<file path="src/rtl/load_store_sequencer_if.sv">
// Bundle between the execute stage, the load/store sequencer and a word-addressed RAM port.
// slave = the sequencer; master = execute stage plus RAM (the environment around it).
interface load_store_sequencer_if #(
  parameter int ADDR_WIDTH = 32
);
  logic                  req_valid;
  logic                  req_ready;
  logic                  req_store;
  logic [2:0]            req_funct3;
  logic [ADDR_WIDTH-1:0] req_address;
  logic [31:0]           req_store_value;

  logic                  resp_valid;
  logic                  resp_ready;
  logic                  resp_efault;
  logic [31:0]           resp_load_value;

  logic                  ram_req_valid;
  logic                  ram_req_ready;
  logic                  ram_req_write;
  logic [ADDR_WIDTH-3:0] ram_req_address;
  logic [31:0]           ram_req_data;
  logic                  ram_resp_valid;
  logic [31:0]           ram_resp_data;

  modport slave (
    input  req_valid, req_store, req_funct3, req_address, req_store_value,
    input  resp_ready, ram_req_ready, ram_resp_valid, ram_resp_data,
    output req_ready, resp_valid, resp_efault, resp_load_value,
    output ram_req_valid, ram_req_write, ram_req_address, ram_req_data
  );

  modport master (
    output req_valid, req_store, req_funct3, req_address, req_store_value,
    output resp_ready, ram_req_ready, ram_resp_valid, ram_resp_data,
    input  req_ready, resp_valid, resp_efault, resp_load_value,
    input  ram_req_valid, ram_req_write, ram_req_address, ram_req_data
  );
endinterface

</file>
<file path="src/rtl/load_store_sequencer.sv">
// One-at-a-time RISC-V load/store sequencer over a 32-bit word RAM port, with the
// byte-lane helper (alignment, extension, fault detection, store merge) alongside it.
module load_store (
  input  logic [2:0]  funct3,
  input  logic [1:0]  address,
  input  logic [31:0] store_value,
  input  logic [31:0] ram_load_value,
  output logic        efault,
  output logic [31:0] load_value,
  output logic [31:0] ram_store_value
);
  logic [4:0]  shamt;
  logic [31:0] lane;

  assign shamt = {address, 3'b000};
  assign lane  = ram_load_value >> shamt;

  // Unused or faulting paths yield 0 rather than x so nothing undefined reaches ports.
  always_comb begin
    efault          = 1'b0;
    load_value      = '0;
    ram_store_value = '0;
    case (funct3[1:0])
      2'b00: begin
        load_value      = funct3[2] ? {24'h0, lane[7:0]} : {{24{lane[7]}}, lane[7:0]};
        ram_store_value = (ram_load_value & ~(32'h0000_00ff << shamt))
                        | ({24'h0, store_value[7:0]} << shamt);
      end
      2'b01: begin
        efault          = address[0];
        load_value      = funct3[2] ? {16'h0, lane[15:0]} : {{16{lane[15]}}, lane[15:0]};
        ram_store_value = (ram_load_value & ~(32'h0000_ffff << shamt))
                        | ({16'h0, store_value[15:0]} << shamt);
      end
      2'b10: begin
        efault          = |address;
        load_value      = ram_load_value;
        ram_store_value = store_value;
      end
      default: efault = 1'b1;
    endcase
  end
endmodule

module load_store_sequencer #(
  parameter int ADDR_WIDTH = 32
) (
  input  logic                  clock,
  input  logic                  reset,
  load_store_sequencer_if.slave bus
);
  typedef enum logic [2:0] {IDLE, DECIDE, READ, READ_WAIT, WRITE, RESP} state_t;

  state_t                state;
  state_t                state_next;
  logic                  st_store;
  logic [2:0]            st_funct3;
  logic [ADDR_WIDTH-1:0] st_address;
  logic [31:0]           st_store_value;
  logic [31:0]           ram_data;
  logic [31:0]           load_result;
  logic                  efault_result;
  logic                  ls_efault;
  logic [31:0]           ls_load_value;
  logic [31:0]           ls_ram_store_value;
  logic                  fault;

  load_store u_load_store (
    .funct3          (st_funct3),
    .address         (st_address[1:0]),
    .store_value     (st_store_value),
    .ram_load_value  (bus.ram_resp_data),
    .efault          (ls_efault),
    .load_value      (ls_load_value),
    .ram_store_value (ls_ram_store_value)
  );

  // Stores have no unsigned forms, so funct3[2] on a store is illegal.
  assign fault = ls_efault || (st_store && st_funct3[2]);

  always_ff @(posedge clock or posedge reset) begin
    if (reset) state <= IDLE;
    else       state <= state_next;
  end

  always_comb begin
    state_next        = state;
    bus.req_ready     = 1'b0;
    bus.resp_valid    = 1'b0;
    bus.ram_req_valid = 1'b0;
    bus.ram_req_write = 1'b0;
    case (state)
      IDLE: begin
        bus.req_ready = 1'b1;
        if (bus.req_valid) state_next = DECIDE;
      end
      DECIDE: begin
        if (fault)                                  state_next = RESP;
        else if (st_store && st_funct3 == 3'b010)   state_next = WRITE;
        else                                        state_next = READ;
      end
      READ: begin
        bus.ram_req_valid = 1'b1;
        if (bus.ram_req_ready) state_next = READ_WAIT;
      end
      READ_WAIT: begin
        if (bus.ram_resp_valid) state_next = st_store ? WRITE : RESP;
      end
      WRITE: begin
        bus.ram_req_valid = 1'b1;
        bus.ram_req_write = 1'b1;
        if (bus.ram_req_ready) state_next = RESP;
      end
      RESP: begin
        bus.resp_valid = 1'b1;
        if (bus.resp_ready) state_next = IDLE;
      end
      default: state_next = IDLE;
    endcase
  end

  always_ff @(posedge clock or posedge reset) begin
    if (reset) begin
      st_store       <= 1'b0;
      st_funct3      <= '0;
      st_address     <= '0;
      st_store_value <= '0;
      ram_data       <= '0;
      load_result    <= '0;
      efault_result  <= 1'b0;
    end else begin
      case (state)
        IDLE: begin
          if (bus.req_valid) begin
            st_store       <= bus.req_store;
            st_funct3      <= bus.req_funct3;
            st_address     <= bus.req_address;
            st_store_value <= bus.req_store_value;
            load_result    <= '0;
            efault_result  <= 1'b0;
          end
        end
        DECIDE: begin
          if (fault)                                efault_result <= 1'b1;
          else if (st_store && st_funct3 == 3'b010) ram_data      <= st_store_value;
        end
        READ_WAIT: begin
          if (bus.ram_resp_valid) begin
            if (st_store) ram_data    <= ls_ram_store_value;
            else          load_result <= ls_load_value;
          end
        end
        default: ;
      endcase
    end
  end

  assign bus.ram_req_address = st_address[ADDR_WIDTH-1:2];
  assign bus.ram_req_data    = ram_data;
  assign bus.resp_efault     = efault_result;
  assign bus.resp_load_value = load_result;
endmodule

</file>
<file path="src/flat_wrapper.sv">
// flat-port wrapper written by rule: the top's interface ports become plain ports
module load_store_sequencer_flat 
#(
  parameter int ADDR_WIDTH = 32
)
  (clock, reset, bus_req_valid, bus_req_store, bus_req_funct3, bus_req_address, bus_req_store_value, bus_resp_ready, bus_ram_req_ready, bus_ram_resp_valid, bus_ram_resp_data, bus_req_ready, bus_resp_valid, bus_resp_efault, bus_resp_load_value, bus_ram_req_valid, bus_ram_req_write, bus_ram_req_address, bus_ram_req_data);
  load_store_sequencer_if #(.ADDR_WIDTH(ADDR_WIDTH)) bus_i ();
  input  logic clock;
  input  logic reset;
  input wire logic [$bits(bus_i.req_valid)-1:0] bus_req_valid;
  input wire logic [$bits(bus_i.req_store)-1:0] bus_req_store;
  input wire logic [$bits(bus_i.req_funct3)-1:0] bus_req_funct3;
  input wire logic [$bits(bus_i.req_address)-1:0] bus_req_address;
  input wire logic [$bits(bus_i.req_store_value)-1:0] bus_req_store_value;
  input wire logic [$bits(bus_i.resp_ready)-1:0] bus_resp_ready;
  input wire logic [$bits(bus_i.ram_req_ready)-1:0] bus_ram_req_ready;
  input wire logic [$bits(bus_i.ram_resp_valid)-1:0] bus_ram_resp_valid;
  input wire logic [$bits(bus_i.ram_resp_data)-1:0] bus_ram_resp_data;
  output wire logic [$bits(bus_i.req_ready)-1:0] bus_req_ready;
  output wire logic [$bits(bus_i.resp_valid)-1:0] bus_resp_valid;
  output wire logic [$bits(bus_i.resp_efault)-1:0] bus_resp_efault;
  output wire logic [$bits(bus_i.resp_load_value)-1:0] bus_resp_load_value;
  output wire logic [$bits(bus_i.ram_req_valid)-1:0] bus_ram_req_valid;
  output wire logic [$bits(bus_i.ram_req_write)-1:0] bus_ram_req_write;
  output wire logic [$bits(bus_i.ram_req_address)-1:0] bus_ram_req_address;
  output wire logic [$bits(bus_i.ram_req_data)-1:0] bus_ram_req_data;
  assign bus_i.req_valid = bus_req_valid;
  assign bus_i.req_store = bus_req_store;
  assign bus_i.req_funct3 = bus_req_funct3;
  assign bus_i.req_address = bus_req_address;
  assign bus_i.req_store_value = bus_req_store_value;
  assign bus_i.resp_ready = bus_resp_ready;
  assign bus_i.ram_req_ready = bus_ram_req_ready;
  assign bus_i.ram_resp_valid = bus_ram_resp_valid;
  assign bus_i.ram_resp_data = bus_ram_resp_data;
  assign bus_req_ready = bus_i.req_ready;
  assign bus_resp_valid = bus_i.resp_valid;
  assign bus_resp_efault = bus_i.resp_efault;
  assign bus_resp_load_value = bus_i.resp_load_value;
  assign bus_ram_req_valid = bus_i.ram_req_valid;
  assign bus_ram_req_write = bus_i.ram_req_write;
  assign bus_ram_req_address = bus_i.ram_req_address;
  assign bus_ram_req_data = bus_i.ram_req_data;
  load_store_sequencer #(.ADDR_WIDTH(ADDR_WIDTH)) u_core (.clock(clock), .reset(reset), .bus(bus_i));
endmodule
</file>
<file path="config.mk">
export PLATFORM = sky130hd
export DESIGN_NAME = load_store_sequencer_flat
export DESIGN_NICKNAME = d
export VERILOG_FILES = /design/src/rtl/load_store_sequencer_if.sv /design/src/rtl/load_store_sequencer.sv /design/src/flat_wrapper.sv
export SDC_FILE = /design/constraint.sdc
export NUM_CORES = 1
export LEC_CHECK = 0
export CAP_MARGIN = 5
export CORE_UTILIZATION = 48
export CTS_CLUSTER_SIZE = 14
export DETAILED_ROUTE_END_ITERATION = 6
export PLACE_DENSITY = 0.77
export SLEW_MARGIN = 30
export SYNTH_ARGS = -nofsm -noshare
export SYNTH_HDL_FRONTEND = slang
export SYNTH_SLANG_ARGS = --single-unit
</file>
<file path="constraint.sdc">
create_clock -name clock -period 4.7 [get_ports clock]
set_input_delay 0.47 -clock clock [delete_from_list [all_inputs] [get_ports clock]]
set_output_delay 0.47 -clock clock [all_outputs]
set_load 0.02 [all_outputs]
</file>
# == Word level (Yosys, flattened, before mapping) ==
# Cells that the tools add are included.
# classes
add_sub_neg,0
n_mul,0
div,0
order_cmp,0
eq_ne,18
shifts,5
muxes,30
n_bitwise,6
reduce_logical,15
# op_table
cell,count
two-way mux 32 bit,9
case mux 32 bit (3 select lines),2
case mux 32 bit (2 select lines),2
AND 32 bit,2
inverter 32 bit,2
OR 32 bit,2
<< shifter 16 x 5 -> 32 bit,1
"<< shifter 16 x 5 -> 32 bit, first input constant",1
<< shifter 8 x 5 -> 32 bit,1
"<< shifter 8 x 5 -> 32 bit, first input constant",1
right shift 32 x 5 -> 16 bit,1
two-way mux 3 bit,7
case mux 3 bit (6 select lines),1
"!= test 2 bit, second input constant",7
AND reduction 5 bit,2
"equality test 3 x 2 -> 1 bit, second input constant",3
two-way mux 1 bit,7
"equality test 3 bit, second input constant",2
"!= test 2 x 1 -> 1 bit, second input constant",3
nonzero test 2 bit,3
AND reduction 4 bit,1
OR reduction 2 bit,2
"equality test 3 x 1 -> 1 bit, second input constant",1
logical NOT 3 bit,1
9 further kinds,10
# word_totals
regBits,136
latch_bits,0
ram_bits,0
romBits,0
wordCells,82
memories,0

# == Logic depth before layout (Yosys ltp) ==
# Gate-level depths: netlist of run 1.
# logic_depth
depth_word,8
depth_mapped,10

# == Hierarchy ==
# From an unflattened synthesis of run 1, not the netlist that was laid out.
# hier_totals
cells_unflattened,711
area_unflattened_um2,7882.6
# modules_own_cells
module,instances,cells_per_inst,area_each_um2,seq_area_each_um2
load_store_sequencer,1,465,6187.2,3403.3
load_store,1,246,1695.4,0.0

# == Worst setup path after synthesis of run 1 ==
# Ideal clock, no wire load.
# synth_timing
kind,register to register
startpoint,register u_core.st_address[1]
endpoint,"register u_core.ram_data[0], in the netlist u_core.bus.ram_req_data[0]"
arrival_time_ps,2219
required_ps,4575
slack_ps,2356
stages_incl_launch_ff,11
path_buffers,4
period_less_slack_ps,2344
cell_sequence,dfrtp_1 -> buf_2 -> buf_2 -> buf_2 -> clkinv_1 -> ha_1 -> inv_1 -> o41ai_1 -> nand3_1 -> buf_2 -> mux2_2
# synth_between
elab_chain_len,8
elab_cells_between_ends,19
classes_between,1 x eq/ne; 4 x shift; 5 x mux; 6 x bitwise; 3 x reduce/logical
# synth_lines
item,line_no,source
from (decl),load_store_sequencer.sv:58,logic [ADDR_WIDTH-1:0] st_address;
from (signal assigned),load_store_sequencer.sv:137,st_address <= bus.req_address;
<< shifter 16 x 5 -> 32 bit / << shifter 8 x 5 -> 32 bit (equally long branches),"load_store_sequencer.sv:32, load_store_sequencer.sv:26",
inverter 32 bit (on tied branches),"load_store_sequencer.sv:32, load_store_sequencer.sv:26",
AND 32 bit (on tied branches),"load_store_sequencer.sv:32, load_store_sequencer.sv:26",
OR 32 bit (on tied branches),"load_store_sequencer.sv:33, load_store_sequencer.sv:27",
case mux 32 bit (3 select lines),load_store_sequencer.sv:23,case (funct3[1:0])
two-way mux 32 bit,load_store_sequencer.sv:149,if (st_store) ram_data <= ls_ram_store_value;
two-way mux 32 bit,load_store_sequencer.sv:148,if (bus.ram_resp_valid) begin
case mux 32 bit (2 select lines),load_store_sequencer.sv:132,case (state)
to (signal assigned),load_store_sequencer.sv:145,else if (st_store && st_funct3 == 3'b010) ram_data <= st_store_value;
to (signal assigned),load_store_sequencer.sv:149,
to (decl),load_store_sequencer.sv:60,logic [31:0] ram_data;
# Parallel ways exist; a longest one is shown, timed or not. The select of a mux whose other input is x is not followed.
# A chain may end at the register's enable or synchronous reset.

# == Final worst setup path of run 1 ==
# layout_timing
startpoint,register u_core.st_address[0]
endpoint,"register u_core.ram_data[16], in the netlist u_core.bus.ram_req_data[16]"
# The elaborated chain is that of the path after synthesis.

==> results of run 1 <==
## kinds of logic (layout without fill, tap and decap cells)
group	count (synthesis)	in the layout	synth area share
compound gates	157	157	0.1849
xor+xnor	2	2	0.002518
fa+ha+maj	4	4	0.007195
buf+inv	97	261	0.07626
flops	136	136	0.4892
mux	116	116	0.1872
simple gates	68	68	0.05270
## metal layers
layer | wire, um | global-route usage
met5 | 0 | 0
met3 | 1539 | 0.05297
met4 | 543 | 0.1296
met2 | 9474 | 0.4242
met1 | 8431 | 0.3766
## synth_stat cells, drive strengths merged (2+ instances only)
library cell  number
clkinv             2
a221o             32
mux2i             12
nand2b             4
o2bb2ai           23
a2bb2oi            2
or2                2
nand3b             2
buf               60
a222oi             8
and2               2
inv               17
dfrtp            136
a21oi             19
a32oi              9
a22oi              8
mux2             103
or3                3
nor3               3
a22o              22
and3b              3
nand2             19
o21ai             15
clkbuf            18
nand3              3
a31oi             10
nor2b              4
ha                 4
nor2              17
## registers in the layout, indices dropped and copies added (netlist names)
name                        cells
u_core.bus.ram_req_data        32
u_core.bus.resp_efault          1
u_core.bus.resp_load_value     32
u_core.st_address              32
u_core.st_funct3                3
u_core.st_store                 1
u_core.st_store_value          32
u_core.state                    3
## critical path, delay by kind of cell (launching register included)
kind	cells	cell delay (ps)
muxes	2	830
buffers and inverters	2	800
AOI/OAI and AO/OA	2	490
adders and majority gates	1	400
DFF	1	330
## final cells by class
| class | instances | area [um^2] |
|---|---|---|
| clock inverters | 12 | 151.4 |
| repair buffers | 211 | 2095 |
| multi-input cells | 347 | 3030 |
| clock buffers | 19 | 442.9 |
| flip-flops and latches | 136 | 3403 |
| inverters | 19 | 78.83 |
| well taps | 180 | 225.2 |
| fillers | 1029 | 4562 |
## path summary, 6_finish.rpt
path,endpoint,cells past startpoint,slack (ps)
max,u_core.bus.ram_req_data[16],7,1770
min,u_core.bus.resp_load_value[7],2,490
max reg2reg,u_core.bus.ram_req_data[16],7,1770
min reg2reg,u_core.bus.resp_load_value[7],2,490
max in group asynchronous,u_core.bus.resp_load_value[23],3,3220
min in group asynchronous,u_core.st_store_value[5],2,610
## power by group
part           total [mW]  switching [mW]  internal [mW]
Clock                1.35           0.504          0.843
Sequential           2.24           0.517           1.72
Combinational        3.21            1.56           1.65
==> impl_metrics.csv, run 1 <==
group,metric,value,unit
finish,most_used_cells_in_the_layout_excluding_fill_and_tap_cells,"sky130_fd_sc_hd__clkdlybuf4s50_1 (204), sky130_fd_sc_hd__dfrtp_1 (136), sky130_fd_sc_hd__mux2_2 (103), sky130_fd_sc_hd__a221o_1 (24), sky130_fd_sc_hd__o2bb2ai_1 (23)",
sta,timing.final.ws_setup,1775,ps
sta,timing.final.setup_violations,0,
yosys,synth_edf_count,0,
route,via_count,5567,
floorplanning,die_area,14980,um^2
yosys,yosys_warnings,0,
finish,antenna_cells,0,
yosys,synth_async_sr_flop_share,1.000,
place,placed_cells,893,
grt,grt_pass1_wl,30640,um
yosys,synth.ff_latch_count,136,
worst_setup_path,worstPathMaxFanout,34,
yosys,synth_cell_types,52,
worst_setup_path,critical_path_class,"register to register",
finish,most_common_library_cell_in_the_layout_ignoring_fill_and_taps,"sky130_fd_sc_hd__clkdlybuf4s50_1",
worst_setup_path,critical-path-slowest-cell,"sky130_fd_sc_hd__mux2i_1",
sta,finalMaxSlewViolations,0,
outcome,status,"completed",
floorplanning,rows,43,
yosys,synthDominantCellAreaShare,0.4892,
worst_setup_path,worst_r2r_startpoint,"u_core.st_address[0]",
floorplanning,die_h,122.4,um
floorplanning,floorplan.initialDensity,0.4973,
clocking,clk_pin_slew_worst_paths,60,ps
clocking,clk_path_buf_depth,2,
grt,grt_remaining_overflow,0,
finish,drive_above_1_share,0.2151,
pwr,power.density_cell_area,721.1,nW/um^2
clocking,clock_latency,420,ps
finish,nets,842,
yosys,synth.largest_area_cell,"sky130_fd_sc_hd__dfrtp_1",
clocking,clock_tree.htree_level_count,4,
worst_setup_path,timing.critical_path.required,5060,ps
clocking,postCtsSetupRepairBufs,0,
clocking,cts.sink_count,136,
finish,fin_cells,924,
worst_setup_path,cp-start-kind,"register",
flow_run,maxCapViolations,0,
route,viasPerCell,6.025,
sta,maxSlewHeadroom,0.3721,
yosys,post_synth.cell_area_avg,11.99,um^2
yosys,synth_sequential_area_ratio,0.4892,
sta,rsz0062_at_grt,"no",
route,drt_drc_violations_left,0,
floorplanning,number_of_top_level_design_ports,205,
worst_setup_path,critPathArrivalTime,3290,ps
worst_setup_path,startpoint,"u_core.st_address[0]",
place,placement.cell_area,8826,um^2
grt,grt_pass1_vias,5523,
pwr,max-vdd-ir-drop,0.3323,mV
yosys,syn-num-nets,690,
hold_path,hold_path_class,"register to register",
route,routedWlPerCell,21.63,um
place,gpl_wtd_cong,0.8720,
clocking,cts_hold_buffers,0,
yosys,synth.cell_area,6957,um^2
place,port_buffers,204,
clocking,post_cts.resized_instances,0,
floorplanning,die-width,122.4,um
grt,maximum_number_of_pins_on_one_net_before_global_route_repair,110,
route,postRouteAntennaNets,0,
finish,area_of_all_placed_cells_without_fillers,9427,um^2
finish,post-route-util,0.6739,
yosys,ys_dominant_reg_cell,"sky130_fd_sc_hd__dfrtp_1",
place,place_ws,1830,ps
sta,fin_skew,7.640,ps
worst_setup_path,slowest_delay,660,ps
worst_setup_path,critical_path.cell_chain,"buf_4 > clkinv_1 > ha_1 > mux2i_1 > a222oi_1 > o2bb2ai_1 > mux2_2",
place,dp_hpwl,14380,um
pwr,total_power,6.797,mW
hold_path,worst_hold_startpoint,"u_core.bus.resp_load_value[7]",
grt,gr-usage-all-layers,0.2761,
sta,fmax,0.3419,GHz
yosys,ys_top_cells_by_area,"sky130_fd_sc_hd__dfrtp_1 (49%), sky130_fd_sc_hd__mux2_2 (17%), sky130_fd_sc_hd__a221o_1 (3.5%)",
floorplanning,core_region_area,13990,um^2
sta,final_hold_viol_count,0,
clocking,cts_tree,"done",
sta,hold_slack,489.6,ps
sta,totalNegativeSetupSlack,0,ps
sta,final.period_utilization,0.6224,
pwr,total_leakage_power,3.996,nW
grt,grt_antenna_before_repair,0,
route,drt-initial-drc-count,491,
route,detail_route.first_pass.iterations,5,
sta,tightest_slew,939.6,ps
clocking,cts_inserted_buffers,17,
sta,finalWorstPathRequiredPeriod,2925,ps
route,wl,19990,um
yosys,postSynthCellCount,580,
clocking,clockRootBuffer,"sky130_fd_sc_hd__clkbuf_16",
worst_setup_path,cp-end-kind,"register",
finish,synthToLayoutAreaGrowth,35.50,%
Note: power is estimated with default switching activity, not from simulation.
==> run 2, diff against run 1 <==
--- a/config.mk
+++ b/config.mk
@@ -6,10 +6,10 @@
 export NUM_CORES = 1
 export LEC_CHECK = 0
 export CAP_MARGIN = 5
-export CORE_UTILIZATION = 48
+export CORE_UTILIZATION = 43
 export CTS_CLUSTER_SIZE = 14
 export DETAILED_ROUTE_END_ITERATION = 6
-export PLACE_DENSITY = 0.77
+export PLACE_DENSITY = 0.73
 export SLEW_MARGIN = 30
 export SYNTH_ARGS = -nofsm -noshare
 export SYNTH_HDL_FRONTEND = slang
==> constraint.sdc (replaced) <==
create_clock -name clock -period 2.6 [get_ports clock]
set_input_delay 0.26 -clock clock [delete_from_list [all_inputs] [get_ports clock]]
set_output_delay 0.26 -clock clock [all_outputs]
set_load 0.02 [all_outputs]
==> impl_metrics.csv, run 2 (same netlist as run 1, synthesis figures left out) <==
group,metric,value,unit
pwr,clock_power_share,0.197,
pwr,max-vdd-ir-drop,0.6492,mV
sta,fin_skew,6.826,ps
route,drt-initial-drc-count,666,
floorplanning,number_of_top_level_design_ports,205,
place,gpl_wtd_cong,0.8750,
clocking,cts_tree,"done",
floorplanning,rows,46,
floorplanning,floorplan.initialDensity,0.4395,
worst_setup_path,critPathArrivalTime,2070,ps
grt,maximum_number_of_pins_on_one_net_before_global_route_repair,137,
worst_setup_path,cp-end-kind,"output pin",
clocking,clock_tree.htree_level_count,4,
worst_setup_path,critical-path-slowest-cell,"sky130_fd_sc_hd__dfrtp_1",
grt,gr-usage-all-layers,0.2496,
finish,antenna_cells,0,
worst_setup_path,timing.critical_path.required,2340,ps
sta,timing.final.setup_violations,0,
pwr,seq_power_share,0.324,
pwr,p_switching,4.654,mW
sta,totalNegativeSetupSlack,0,ps
grt,grt_pass1_wl,31080,um
finish,synthToLayoutAreaGrowth,37.73,%
worst_setup_path,critical_path_class,"register to output pin",
grt,grt_pass1_vias,5579,
sta,finalWorstPathRequiredPeriod,2326,ps
clocking,postCtsSetupRepairBufs,0,
clocking,cts_inserted_buffers,17,
route,viasPerCell,5.668,
clocking,clk_pin_slew_worst_paths,60,ps
place,port_buffers,204,
hold_path,hold_path_class,"primary input to asynchronous set/reset pin",
clocking,clock_latency,420,ps
worst_setup_path,timing.critical_path.max_delay_family,"flip-flops",
worst_setup_path,worst_r2r_startpoint,"u_core.state[1]",
worst_setup_path,cp-start-kind,"register",
grt,gr-usage-met3,0.05656,
sta,rsz0062_at_grt,"no",
pwr,share_comb_of_total_power,0.479,
sta,fmax,0.4300,GHz
finish,fin_cells,973,
route,detail_route.first_pass.iterations,7,
clocking,cts.sink_count,136,
grt,grt_util_met2,0.3855,
place,dp_hpwl,14700,um
outcome,status,"complete, but fails checks",
finish,most_used_cells_in_the_layout_excluding_fill_and_tap_cells,"sky130_fd_sc_hd__clkdlybuf4s50_1 (204), sky130_fd_sc_hd__dfrtp_1 (136), sky130_fd_sc_hd__mux2_2 (103), sky130_fd_sc_hd__a221o_1 (24), sky130_fd_sc_hd__o2bb2ai_1 (23)",
clocking,clockRootBuffer,"sky130_fd_sc_hd__clkbuf_16",
sta,finalMaxSlewViolations,0,
pwr,total_leakage_power,4.054,nW
clocking,post_cts.resized_instances,0,
flow_run,maxCapViolations,0,
route,routedWlPerCell,20.58,um
worst_setup_path,startpoint,"u_core.state[1]",
worst_setup_path,slowest_delay,770,ps
grt,grt_use_met1,0.3393,
grt,grt_antenna_before_repair,0,
worst_setup_path,r2r_end,"u_core.bus.resp_load_value[30]",
pwr,power_switching_share,0.3767,
pwr,cell_internal_pwr,7.700,mW
worst_setup_path,cp.buffers_inverters,1,
worst_setup_path,worstPathMaxFanout,21,
floorplanning,die_area,16690,um^2
finish,most_common_library_cell_in_the_layout_ignoring_fill_and_taps,"sky130_fd_sc_hd__clkdlybuf4s50_1",
finish,drive_above_1_share,0.2246,
worst_setup_path,worst-r2r-setup-slack,320,ps
floorplanning,core_region_area,15830,um^2
worst_setup_path,critical_path.cell_chain,"xnor2_1 > nor2_1 > clkdlybuf4s50_1",
route,drt_drc_violations_left,14,
finish,nets,854,
grt,global_route.peak_usage_layer,"met2",
place,placed_cells,941,
sta,final_hold_viol_count,0,
clocking,cts_hold_buffers,0,
sta,maxSlewHeadroom,0.5051,
sta,tightest_slew,721.7,ps
floorplanning,die_h,129.2,um
route,via_count,5515,
floorplanning,die-width,129.2,um
outcome,violated_checks,"design-rule violations",
pwr,power.density_cell_area,1289,nW/um^2
clocking,clk_path_buf_depth,2,
route,wl,20020,um
grt,grt_remaining_overflow,0,
worst_setup_path,count_of_cells_along_the_worst_register_to_register_path,5,
route,postRouteAntennaNets,0,
sta,final.period_utilization,0.8945,
==> run 2: cell types whose count changed in the layout (fill, tap and decap cells not counted), sizes merged <==
cell,delta
clkbuf,+1
clkinvlp,+2
buf,+12
inv,-1
clkinv,-1
==> run 2: through the flow <==
stage	setup WS, ps	util	total power, mW	hold WS [ps]	instance area [um^2]
final	274.3	0.6054	12.35	363.3	9582
after global routing	162.6	0.6054	13.03	411.7	9582
after CTS	283.1	0.6054	12.40	395.4	9582
after detailed placement	367.3	0.5677	9.924	492.2	8985
after global placement	421.6	0.5675	9.757	487.3	8982
after floorplan	256.3	-	7.778	376.8	6960
==> run 2: how the worst max path moves through the flow <==
stage,depth (start not counted),endpoint
2_1_floorplan,10,u_core.bus.ram_req_data[0]
3_3_place_gp,5,u_core.bus.resp_load_value[17]
3_5_place_dp,5,u_core.bus.resp_load_value[30]
4_1_cts,3,bus_ram_req_valid
5_1_grt,5,u_core.bus.resp_load_value[30]
6_report,3,bus_ram_req_valid
==> run 2: layout make-up <==
cell class                      count  area [um^2]
Fill cell                        1300         6246
Sequential cell                   136         3403
Multi-Input combinational cell    347         3027
Timing Repair Buffer              223         2210
Clock buffer                       20        446.7
Tap cell                          216        270.3
Clock inverter                     12        150.1
Inverter                           19        75.07
==> run 2: worst min-delay path, cell delays in order <==
cell                              delay (ps)
sky130_fd_sc_hd__clkdlybuf4s50_1         440
sky130_fd_sc_hd__clkinvlp_4               90
sky130_fd_sc_hd__buf_12                  490
==> run 2: layer usage <==
metal,up-vias,wire (um)
met5,-,0
met4,0,486
met3,33,1301
met2,238,9388
met1,2747,8844
li1,2497,-
==> run 2: power by group through the flow <==
stage               clock network (mW)  logic [mW]  registers [mW]
floorplan                            0        3.60            4.17
global placement                     0        5.79            3.97
detailed placement                   0        5.91            4.02
CTS                               2.47        5.93            4.00
global route                      2.58        6.33            4.13
finish                            2.44        5.91            4.00
==> run 3, diff against run 2 <==
--- a/config.mk
+++ b/config.mk
@@ -6,10 +6,10 @@
 export NUM_CORES = 1
 export LEC_CHECK = 0
 export CAP_MARGIN = 5
-export CORE_UTILIZATION = 43
+export CORE_UTILIZATION = 48
 export CTS_CLUSTER_SIZE = 14
 export DETAILED_ROUTE_END_ITERATION = 6
-export PLACE_DENSITY = 0.73
+export PLACE_DENSITY = 0.77
 export SLEW_MARGIN = 30
 export SYNTH_ARGS = -nofsm -noshare
 export SYNTH_HDL_FRONTEND = slang
==> constraint.sdc (replaced) <==
create_clock -name clock -period 2.3 [get_ports clock]
set_input_delay 0.23 -clock clock [delete_from_list [all_inputs] [get_ports clock]]
set_output_delay 0.23 -clock clock [all_outputs]
set_load 0.02 [all_outputs]
==> impl_metrics.csv, run 3 (same netlist as run 1, synthesis figures left out) <==
group,metric,value,unit
worst_setup_path,slowest_delay,630,ps
clocking,clock_tree.htree_level_count,4,
sta,finalMaxSlewViolations,0,
worst_setup_path,worstPathMaxFanout,15,
clocking,cts_tree,"done",
clocking,cts.sink_count,136,
clocking,cts_hold_buffers,0,
floorplanning,core_region_area,13990,um^2
sta,hold_slack,326.7,ps
worst_setup_path,r2r_end,"u_core.bus.ram_req_data[3]",
route,drt_drc_violations_left,2,
grt,grt_pass1_vias,5627,
place,gpl_wtd_cong,0.8857,
worst_setup_path,timing.critical_path.max_delay_family,"buffers and inverters",
sta,finalWorstPathRequiredPeriod,2193,ps
finish,most_common_library_cell_in_the_layout_ignoring_fill_and_taps,"sky130_fd_sc_hd__clkdlybuf4s50_1",
worst_setup_path,critical-path-slowest-cell,"sky130_fd_sc_hd__clkdlybuf4s50_1",
hold_path,hold_path_class,"primary input to asynchronous set/reset pin",
pwr,cell_internal_pwr,9.067,mW
finish,nets,860,
pwr,clock_power_share,0.212,
pwr,seq_power_share,0.310,
finish,drive_above_1_share,0.2372,
clocking,clk_path_buf_depth,2,
pwr,total_power,14.42,mW
worst_setup_path,count_of_cells_along_the_worst_register_to_register_path,6,
worst_setup_path,critPathArrivalTime,1960,ps
finish,post-route-util,0.6919,
place,place_ws,186.8,ps
finish,fin_cells,943,
grt,maximum_number_of_pins_on_one_net_before_global_route_repair,137,
sta,maxSlewHeadroom,0.4659,
route,via_count,5716,
sta,fin_skew,5.559,ps
pwr,power_switching_share,0.3712,
worst_setup_path,critical_path_class,"register to output pin",
route,viasPerCell,6.062,
grt,grt_pass1_wl,31460,um
pwr,max-vdd-ir-drop,0.7593,mV
outcome,violated_checks,"design-rule violations",
sta,timing.final.setup_violations,0,
pwr,power.density_cell_area,1490,nW/um^2
outcome,status,"complete, but fails checks",
place,placed_cells,911,
finish,most_used_cells_in_the_layout_excluding_fill_and_tap_cells,"sky130_fd_sc_hd__clkdlybuf4s50_1 (204), sky130_fd_sc_hd__dfrtp_1 (133), sky130_fd_sc_hd__mux2_2 (103), sky130_fd_sc_hd__a221o_1 (24), sky130_fd_sc_hd__o2bb2ai_1 (23)",
grt,grt_remaining_overflow,0,
pwr,total_leakage_power,4.125,nW
sta,totalNegativeSetupSlack,0,ps
place,port_buffers,204,
finish,area_of_all_placed_cells_without_fillers,9678,um^2
clocking,clock_latency,430,ps
worst_setup_path,critical_path_depth,3,
pwr,p_switching,5.352,mW
finish,synthToLayoutAreaGrowth,39.12,%
route,routedWlPerCell,21.74,um
worst_setup_path,timing.critical_path.required,2070,ps
grt,grt_antenna_before_repair,0,
sta,timing.final.ws_setup,107.4,ps
worst_setup_path,critical_path.cell_chain,"buf_4 > nor3b_1 > clkdlybuf4s50_1",
floorplanning,die_h,122.4,um
place,placement.cell_area,9009,um^2
finish,layout.filler_cells,990,
grt,gr-usage-all-layers,0.2822,
worst_setup_path,worst_r2r_startpoint,"u_core.st_address[0]",
floorplanning,number_of_top_level_design_ports,205,
sta,tightest_slew,778.9,ps
clocking,clockRootBuffer,"sky130_fd_sc_hd__clkbuf_16",
route,wl,20500,um
finish,antenna_cells,0,
route,drt-initial-drc-count,795,
flow_run,maxCapViolations,0,
floorplanning,die-width,122.4,um
worst_setup_path,cp.buffers_inverters,2,
floorplanning,die_area,14980,um^2
sta,rsz0062_at_grt,"no",
sta,fmax,0.4561,GHz
worst_setup_path,cp-end-kind,"output pin",
worst_setup_path,cp-start-kind,"register",
worst_setup_path,worst-r2r-setup-slack,220,ps
clocking,clk_pin_slew_worst_paths,60,ps
pwr,share_comb_of_total_power,0.478,
sta,final_hold_viol_count,0,
floorplanning,floorplan.initialDensity,0.4973,
sta,final.period_utilization,0.9533,
clocking,cts_inserted_buffers,17,
place,dp_hpwl,14750,um
route,detail_route.first_pass.iterations,7,
route,postRouteAntennaNets,0,
floorplanning,rows,43,
[run 3: cell count changes in the layout (fill, tap and decap cells not counted)]
cell,change
sky130_fd_sc_hd__buf_4,+4
sky130_fd_sc_hd__dfrtp_1,-3
sky130_fd_sc_hd__clkbuf_1,-1
sky130_fd_sc_hd__clkinv_2,-1
sky130_fd_sc_hd__dfrtp_2,+3
sky130_fd_sc_hd__clkbuf_8,+2
sky130_fd_sc_hd__clkinvlp_4,-1
sky130_fd_sc_hd__bufinv_16,+2
sky130_fd_sc_hd__clkinv_1,-1
sky130_fd_sc_hd__buf_12,+2
[run 3: worst max path at each step]
stage,from,to,slack (ps)
final,u_core.state[0],bus_ram_req_write,110
after global routing,u_core.state[0],bus_ram_req_write,20
after CTS,u_core.state[1],bus_ram_req_valid,30
after detailed placement,bus_req_valid,u_core.bus.resp_load_value[5],190
after global placement,bus_req_valid,u_core.bus.resp_load_value[19],220
after floorplan,u_core.st_address[1],u_core.bus.ram_req_data[0],7
[run 3: tightest hold or removal path: cells and delay by family]
family	cells	cell delay, ps
buffers and inverters	3	1010
[run 3: area by class of cell]
class                           count  area [um^2]  area share
Sequential cell                   136         3407      0.3520
Multi-Input combinational cell    347         3027      0.3127
Timing Repair Buffer              229         2280      0.2356
Clock buffer                       21        470.5     0.04861
Tap cell                          180        225.2     0.02327
Clock inverter                     11        192.7     0.01991
Inverter                           19        76.32    0.007886
[run 3: per-layer routing]
layer / global-route usage / vias up / share of wire
met5: 0 / - / 0
met4: 0.1044 / 0 / 0.022
met3: 0.05855 / 46 / 0.082
met2: 0.4554 / 326 / 0.50
met1: 0.3741 / 2833 / 0.40
li1: - / 2511 / -
[run 3: timing repair]
| action | in CTS | in global routing |
|---|---|---|
| buffers inserted | 0 | 0 |
| pin swaps | 0 | 0 |
| resized for setup | 1 | 2 |
| endpoints found under the setup margin | 1 | 3 |
[run 3: power by group through the flow]
stage | combinational (mW) | sequential, mW | clock (mW)
2_1_floorplan | 4.08 | 4.72 | 0
6_report | 6.90 | 4.47 | 3.05
4_1_cts | 6.89 | 4.44 | 3.09
5_1_grt | 7.35 | 4.59 | 3.20
3_3_place_gp | 6.65 | 4.40 | 0
3_5_place_dp | 6.84 | 4.45 | 0
